===== src/rtl/fifo_read_ctrl.sv =====
// fifo_read_ctrl: read-side controller of an async FIFO, entirely in the r_clk domain.
// It compares the binary read pointer with the synchronised write pointer and
// issues reads to a RAM with 1-cycle registered read latency. Words are presented
// on a valid/ready stream through a 2-entry first-word-fall-through prefetch buffer.
// Optional feature macro: RD_LEVEL_EN adds the rd_level occupancy output.
//
// Stream handshake: a word transfers on every r_clk edge where dout_valid and
// dout_ready are both high. While dout_valid is high without dout_ready, dout_data
// and dout_valid hold. dout_valid only falls after a transfer or on reset.
module fifo_read_ctrl #(
    parameter int DATA_W = 8,
    parameter int ADDR_W = 5
) (
    input  logic              r_clk,
    input  logic              rst,
    input  logic [ADDR_W:0]   w_ptrsync,
    output logic [ADDR_W:0]   r_ptr,
    output logic              empty,
    output logic              mem_ren,
    output logic [ADDR_W-1:0] mem_raddr,
    input  logic [DATA_W-1:0] mem_rdata,
`ifdef RD_LEVEL_EN
    output logic [ADDR_W+1:0] rd_level,
`endif
    output logic [DATA_W-1:0] dout_data,
    output logic              dout_valid,
    input  logic              dout_ready
);

    // Prefetch buffer: entry 0 is always the head presented on the stream.
    logic [DATA_W-1:0] buf0_q, buf1_q;
    logic [DATA_W-1:0] buf0_n, buf1_n;
    logic [1:0]        buf_cnt, cnt_n;
    // High in the cycle the RAM is returning the word requested one cycle earlier.
    logic              inflight;
    logic              pop;
    logic              fetch;
    logic [2:0]        occ;

    assign empty      = (r_ptr == w_ptrsync);
    assign mem_raddr  = r_ptr[ADDR_W-1:0];
    assign mem_ren    = fetch;
    assign dout_valid = (buf_cnt != 2'd0);
    assign dout_data  = buf0_q;

`ifdef RD_LEVEL_EN
    // Words still owed to the consumer: unread in RAM, buffered, and in flight.
    assign rd_level = {1'b0, (w_ptrsync - r_ptr)}
                    + {{ADDR_W{1'b0}}, buf_cnt}
                    + {{(ADDR_W+1){1'b0}}, inflight};
`endif

    // Fetch decision: read only while the RAM has data and the buffer has room
    // for the returning word, counting the word leaving in this same cycle.
    always_comb begin
        pop   = dout_valid & dout_ready;
        occ   = {1'b0, buf_cnt} + {2'b00, inflight} - {2'b00, pop};
        fetch = !rst && !empty && (occ < 3'd2);
    end

    // Buffer next state: pop shifts the head out, then a returning word lands at the tail.
    always_comb begin
        buf0_n = buf0_q;
        buf1_n = buf1_q;
        cnt_n  = buf_cnt;
        if (pop) begin
            buf0_n = buf1_q;
            cnt_n  = buf_cnt - 2'd1;
        end
        if (inflight) begin
            if (cnt_n == 2'd0) begin
                buf0_n = mem_rdata;
            end else begin
                buf1_n = mem_rdata;
            end
            cnt_n = cnt_n + 2'd1;
        end
    end

    // State registers; reset drops any word still in flight from the RAM.
    always_ff @(posedge r_clk) begin
        if (rst) begin
            r_ptr    <= '0;
            inflight <= 1'b0;
            buf_cnt  <= 2'd0;
            buf0_q   <= '0;
            buf1_q   <= '0;
        end else begin
            if (fetch) begin
                r_ptr <= r_ptr + {{ADDR_W{1'b0}}, 1'b1};
            end
            inflight <= fetch;
            buf_cnt  <= cnt_n;
            buf0_q   <= buf0_n;
            buf1_q   <= buf1_n;
        end
    end

endmodule

===== config.mk =====
export PLATFORM = sky130hd
export DESIGN_NAME = fifo_read_ctrl
export DESIGN_NICKNAME = d
export VERILOG_FILES = /design/src/rtl/fifo_read_ctrl.sv
export SDC_FILE = /design/constraint.sdc
export NUM_CORES = 1
export LEC_CHECK = 0
export CORE_MARGIN = 2
export CORE_UTILIZATION = 25
export CTS_CLUSTER_SIZE = 12
export DETAILED_ROUTE_END_ITERATION = 10
export PLACE_DENSITY = 0.6
export SYNTH_ARGS = -nofsm -noshare
export SYNTH_HDL_FRONTEND = slang
export SYNTH_SLANG_ARGS = --single-unit

===== constraint.sdc =====
create_clock -name r_clk -period 3.81 [get_ports r_clk]
set_input_delay 0.5715 -clock r_clk [delete_from_list [all_inputs] [get_ports r_clk]]
set_output_delay 0.5715 -clock r_clk [all_outputs]
set_load 0.005 [all_outputs]

==> results of run 1 <==
-- cells in the mapped netlist (2+ instances only) --
cell type   n  area share
dfxtp_1    25        0.39
nor2_1     24       0.070
mux2i_1    17        0.13
a211oi_1   10       0.058
xor2_1      6       0.041
buf_4       5       0.029
inv_1       5       0.014
nand2_1     5       0.014
nor2b_1     5       0.024
a21oi_1     4       0.015
ha_1        4       0.039
mux2_1      4       0.035
nand2b_1    4       0.019
clkbuf_1    3      0.0087
xnor2_1     3       0.020
nand3_1     2      0.0077
nor2_2      2      0.0097
nor3_1      2      0.0077
-- cell usage in the layout, fill, tap and decap left out, drive strengths merged, types with 5 or more instances in the layout --
cell           Yosys  final
xor2               6      6
dfxtp             25     25
nor2b              5      5
clkdlybuf4s50      0     38
nand2              5      5
nor2              26     26
mux2i             17     17
mux2               5      5
a211oi            10     10
inv                5      5
a21oi              5      5
-- routing by layer --
metal,global-route usage,wire (um)
met1,0.113,1260
met2,0.162,1230
met3,0.0344,158
met4,0.0109,25
met5,0,0
-- sequential cells by signal, summed over array words and instances (netlist names) --
register	flops
buf1_q	8
dout_data	8
buf_cnt	2
inflight	1
r_ptr	6
-- logic make-up after synthesis --
group / Yosys count
AOI/OAI and AO/OA: 16
xor gates and xnor gates: 9
adders and majority gates: 5
buffers and inverters: 15
DFF: 25
muxes: 22
and+or+nand+nor: 47
-- worst max-delay path: stages --
cell,delay [ns]
clkdlybuf4s50_1,0.47
nand2b_1,0.07
inv_1,0.06
ha_1,0.21
nand2b_1,0.15
fa_1,0.38
xnor2_1,0.23
nand2_1,0.14
nor3_1,0.14
clkdlybuf4s50_1,0.53
-- report_power, final --
| part | switching [mW] | internal [mW] |
|---|---|---|
| Clock | 0.0815 | 0.0747 |
| Sequential | 0.0522 | 0.340 |
| Combinational | 0.222 | 0.278 |
| Total | 0.355 | 0.693 |
-- cell type report --
cell class | instances | area (sq um)
repair buffers | 40 | 395
well taps | 70 | 87.6
flip-flops and latches | 25 | 500
fillers | 522 | 3280
clock buffers | 4 | 45.0
inverters | 5 | 18.8
multi-input cells | 99 | 719
-- worst paths after layout --
check / start / end / slack (ns) / depth (start not counted)
max: dout_ready / mem_ren / 0.29 / 10
min: inflight$_SDFF_PP0_ / buf_cnt[1]$_SDFF_PP0_ / 0.48 / 2
max reg2reg: buf_cnt[1]$_SDFF_PP0_ / r_ptr[4]$_SDFFE_PP0P_ / 1.10 / 11
min reg2reg: inflight$_SDFF_PP0_ / buf_cnt[1]$_SDFF_PP0_ / 0.48 / 2
==> summary.txt, run 1 <==
status - completed
die width - 76.0 um
initial antenna violation count - 0
minimum clock period - 3.52 ns
yosys warns - 0
CP arrival - 2.95 ns
Root Buffer - clkbuf_8
sequential share of the synthesized area - 0.386
DP Cell Count - 239
register bit total from synthesis - 25
GRT Util Overall - 0.0928
ys flop type - dfxtp_1
Required @ worst endpoint - 3.24 ns
Critical Path Start Type - input port
NumNets Final - 196
Worst-Margin Slew - 0.549 ns
Crit Path Class - input port to output pin
Post-Synth Simple-Gate Area - 0.179
Syn Nets - 161
Post-synth EDFFs - 0
largest net degree at the start of global routing - 33
Crit. End Element - output pin
Syn Inst Count - 139
total clock sinks - 25
TNS Setup - 0 ns
vias in the first global route - 937
combinational family with the most area after synthesis - simple AND/OR/NAND/NOR gates
number of vias per cell - 4.26
Yosys cell types - 27
first-pass GRT wire length - 4.41 mm
Congestion Overflow GR - 0
clock buffer depth - 2
RSZ-0062 raised after global routing - false
Pwr Density - 593 mW/mm^2
Final Power - 1.05 mW
adder-cell share of the synthesized area - 0.0541
cts hold-fix bufs - 0
via count - 1035
placed cell areas - 0.00172 sq mm
initial DRC count - 38
dpl hpwl - 1.94 mm
final period utilization - 0.924
max-cap violations - 0
Die Ht - 76.0 um
fraction of layout cells with a size suffix above 1 - 0.0578
hold crit path type - flop to flop
Clk Latency, worst-skew pair - 0.26 ns
max-slew violation count - 0
Avg WL per Cell - 11.0 um
Post-Syn Area - 0.00130 sq mm
multiplexer share of the synthesized area - 0.178
dpl ws - 0.270 ns
Core Area - 0.00504 sq mm
mean area per synthesized cell - 9.33 sq um
worst vdd ir - 0.275 mV
final instance area - 0.00177 sq mm
total iterations of the first detailed-routing run - 4
DRC - 0
Finished Core Util - 0.350
Synth Area in Compound Gates - 0.0840
fmax - 284 MHz
Post CTS Setup Buffer Count - 0
skew final - 0.00565 ns
Clock transition at path regs - 0.09 ns
FFs w/ async S/R, synth - 0
Area Overhead vs Synth - 36.3%
final setup margin - 0.288 ns
Synth Area in XOR/XNOR - 0.0608
die area - 0.00578 sq mm
Pleak - 0.721 nW
hold_ws - 0.482 ns
H-tree Lvls - 1
antenna viol nets, final - 0
Final Hold Viols - 0
starting density of the core - 0.257
CTS tree - done
# resized after CTS - 0
Routed WL - 2.67 mm
Ports - 39
non-filler cells, final - 243
routability cong. - 0.798
Final Setup Violations - 0
# port buffers - 38
Row Count - 26
Num CTS Buffers - 3
# diodes - 0
CP max FO - 3
Worst slew margin - 0.633
Power figures use the tool's default switching activity.
==> inputs of run 2 (changes only) <==
--- a/config.mk
+++ b/config.mk
@@ -5,11 +5,12 @@
 export SDC_FILE = /design/constraint.sdc
 export NUM_CORES = 1
 export LEC_CHECK = 0
+export CAP_MARGIN = 20
 export CORE_MARGIN = 2
 export CORE_UTILIZATION = 25
 export CTS_CLUSTER_SIZE = 12
 export DETAILED_ROUTE_END_ITERATION = 10
-export PLACE_DENSITY = 0.6
+export PLACE_DENSITY = 0.62
 export SYNTH_ARGS = -nofsm -noshare
 export SYNTH_HDL_FRONTEND = slang
 export SYNTH_SLANG_ARGS = --single-unit
==> constraint.sdc (replaced) <==
create_clock -name r_clk -period 2.9 [get_ports r_clk]
set_input_delay 0.435 -clock r_clk [delete_from_list [all_inputs] [get_ports r_clk]]
set_output_delay 0.435 -clock r_clk [all_outputs]
set_load 0.005 [all_outputs]
==> run 2 against run 1 <==
  * Critical path depth did not move
  * Clock skew up 0.0014 ns
  * Register-to-register slack lost 0.78 ns
  * First-iteration DRC count down 32%
  * Cell count is 3.7% higher
  * Final area up 4.4%
  * Critical endpoint unchanged
  * Largest cell class unchanged
==> summary.txt, run 2 (synthesis results as in run 1) <==
Crit. End Element - output pin (unchanged)
dpl hpwl - 1.93 mm (was 1.94 mm)
Clk Latency, worst-skew pair - 0.27 ns (was 0.26 ns)
DRC - 0 (unchanged)
final instance area - 0.00184 sq mm (was 0.00177 sq mm)
Area Overhead vs Synth - 42.3% (was 36.3%)
starting density of the core - 0.257 (unchanged)
GRT Util Overall - 0.0935 (was 0.0928)
Post CTS Setup Buffer Count - 0 (unchanged)
# port buffers - 38 (unchanged)
most frequent cells in the layout - clkdlybuf4s50_1 (37), nor2_1 (24), dfxtp_1 (24) (was clkdlybuf4s50_1 (38), dfxtp_1 (25), nor2_1 (24))
Ports - 39 (unchanged)
minimum clock period - 2.74 ns
max-cap violations - 0 (unchanged)
die area - 0.00578 sq mm (unchanged)
RSZ-0062 raised after global routing - false (unchanged)
# diodes - 0 (unchanged)
Worst-Margin Slew - 0.508 ns (was 0.549 ns)
initial antenna violation count - 0 (unchanged)
Finished Core Util - 0.366 (was 0.350)
CTS tree - done (unchanged)
Required @ worst endpoint - 2.47 ns (was 3.24 ns)
Worst slew margin - 0.661 (was 0.633)
skew final - 0.00700 ns (was 0.00565 ns)
Core Area - 0.00504 sq mm (unchanged)
first-pass GRT wire length - 4.40 mm (was 4.41 mm)
total iterations of the first detailed-routing run - 4 (unchanged)
Final Hold Viols - 0 (unchanged)
Clock transition at path regs - 0.09 ns (about the same)
Num CTS Buffers - 3 (unchanged)
Avg WL per Cell - 10.3 um (was 11.0 um)
status - completed (unchanged)
max-slew violation count - 0 (unchanged)
cts hold-fix bufs - 0 (unchanged)
largest net degree at the start of global routing - 32 (was 33)
routability cong. - 0.707 (was 0.798)
hold_ws - 0.482 ns (about the same)
vias in the first global route - 931 (was 937)
commonest non-fill, non-tap cell in the layout - clkdlybuf4s50_1 (unchanged)
total clock sinks - 25 (unchanged)
Congestion Overflow GR - 0 (unchanged)
TNS Setup - 0 ns (unchanged)
clock buffer depth - 2 (unchanged)
Row Count - 26 (unchanged)
die width - 76.0 um (unchanged)
fraction of layout cells with a size suffix above 1 - 0.132 (was 0.0578)
hold crit path type - flop to flop (unchanged)
Pwr Density - 800 mW/mm^2 (was 593 mW/mm^2)
Routed WL - 2.58 mm (was 2.67 mm)
initial DRC count - 26 (was 38)
CP arrival - 2.30 ns (was 2.95 ns)
final period utilization - 0.944
antenna viol nets, final - 0 (unchanged)
Final Power - 1.48 mW (was 1.05 mW)
Final Setup Violations - 0 (unchanged)
NumNets Final - 205 (was 196)
via count - 1049 (was 1035)
H-tree Lvls - 1 (unchanged)
placed cell areas - 0.00179 sq mm (was 0.00172 sq mm)
Crit Path Class - flop to output pin (was input port to output pin)
worst vdd ir - 0.383 mV (was 0.275 mV)
Pleak - 0.767 nW (was 0.721 nW)
fmax - 365 MHz
Root Buffer - clkbuf_8 (unchanged)
Critical Path Start Type - flop (was input port)
CP max FO - 2 (was 3)
number of vias per cell - 4.16 (was 4.26)
Die Ht - 76.0 um (unchanged)
==> run 2: critical path, cell delays in order, from the launching register on <==
cell and delay (ns):
dfxtp_2 0.34, inv_1 0.05, ha_1 0.20, nand2b_1 0.16
inv_1 0.06, ha_1 0.21, nand2b_1 0.16, fa_2 0.54
nand2_1 0.07, nor3_1 0.12, buf_2 0.14
==> run 2: final cells by class <==
cell class | instances | area [sq um]
clock inverter | 1 | 7.51
clock buffer | 3 | 41.3
multi-input combinational | 99 | 729
sequential | 25 | 502
fill | 534 | 3200
inverter | 5 | 18.8
timing repair buffer | 49 | 458
tap | 70 | 87.6
==> run 2: worst paths after layout <==
path / to / depth (start not counted) / from / slack [ns]
hold reg to reg: buf_cnt[1]$_SDFF_PP0_ / 2 / inflight$_SDFF_PP0_ / 0.48
hold / removal: buf_cnt[1]$_SDFF_PP0_ / 2 / inflight$_SDFF_PP0_ / 0.48
setup / recovery: mem_ren / 10 / buf_cnt[0]$_SDFF_PP0_ / 0.16
setup reg to reg: r_ptr[4]$_SDFFE_PP0P_ / 11 / buf_cnt[0]$_SDFF_PP0_ / 0.32
==> run 2: routing by layer <==
| metal | share of wire | vias to the layer above | global-route usage |
|---|---|---|---|
| met2 | 0.46 | 24 | 0.149 |
| li1 | - | 550 | - |
| met3 | 0.051 | 2 | 0.0273 |
| met4 | 0.0066 | 0 | 0.0218 |
| met5 | 0 | - | 0 |
| met1 | 0.49 | 473 | 0.125 |
==> run 2: what timing repair did <==
action	4_1_cts	5_1_grt
endpoints found under the setup margin	1	2
resized for setup	4	3
pin swaps	1	1
gates cloned	0	0
==> run 2: per-stage QoR <==
stage,instances,setup slack [ns]
after global placement,248,-0.280
final,252,0.162
after detailed placement,248,-0.278
after global routing,252,0.0171
after floorplan,139,0.175
after CTS,252,0.0625
==> run 2: report_power, final <==
group	internal, mW	switching (mW)	total [mW]
Clock	0.0975	0.121	0.219
Sequential	0.448	0.0638	0.512
Combinational	0.437	0.307	0.745
==> inputs of run 3 (changes only) <==
--- a/config.mk
+++ b/config.mk
@@ -10,6 +10,7 @@
 export CORE_UTILIZATION = 25
 export CTS_CLUSTER_SIZE = 12
 export DETAILED_ROUTE_END_ITERATION = 10
+export GPL_ROUTABILITY_DRIVEN = 0
 export PLACE_DENSITY = 0.62
 export SYNTH_ARGS = -nofsm -noshare
 export SYNTH_HDL_FRONTEND = slang
==> results of run 3 <==
No change in the layout: final DEF, timing and power equal those of run 2.
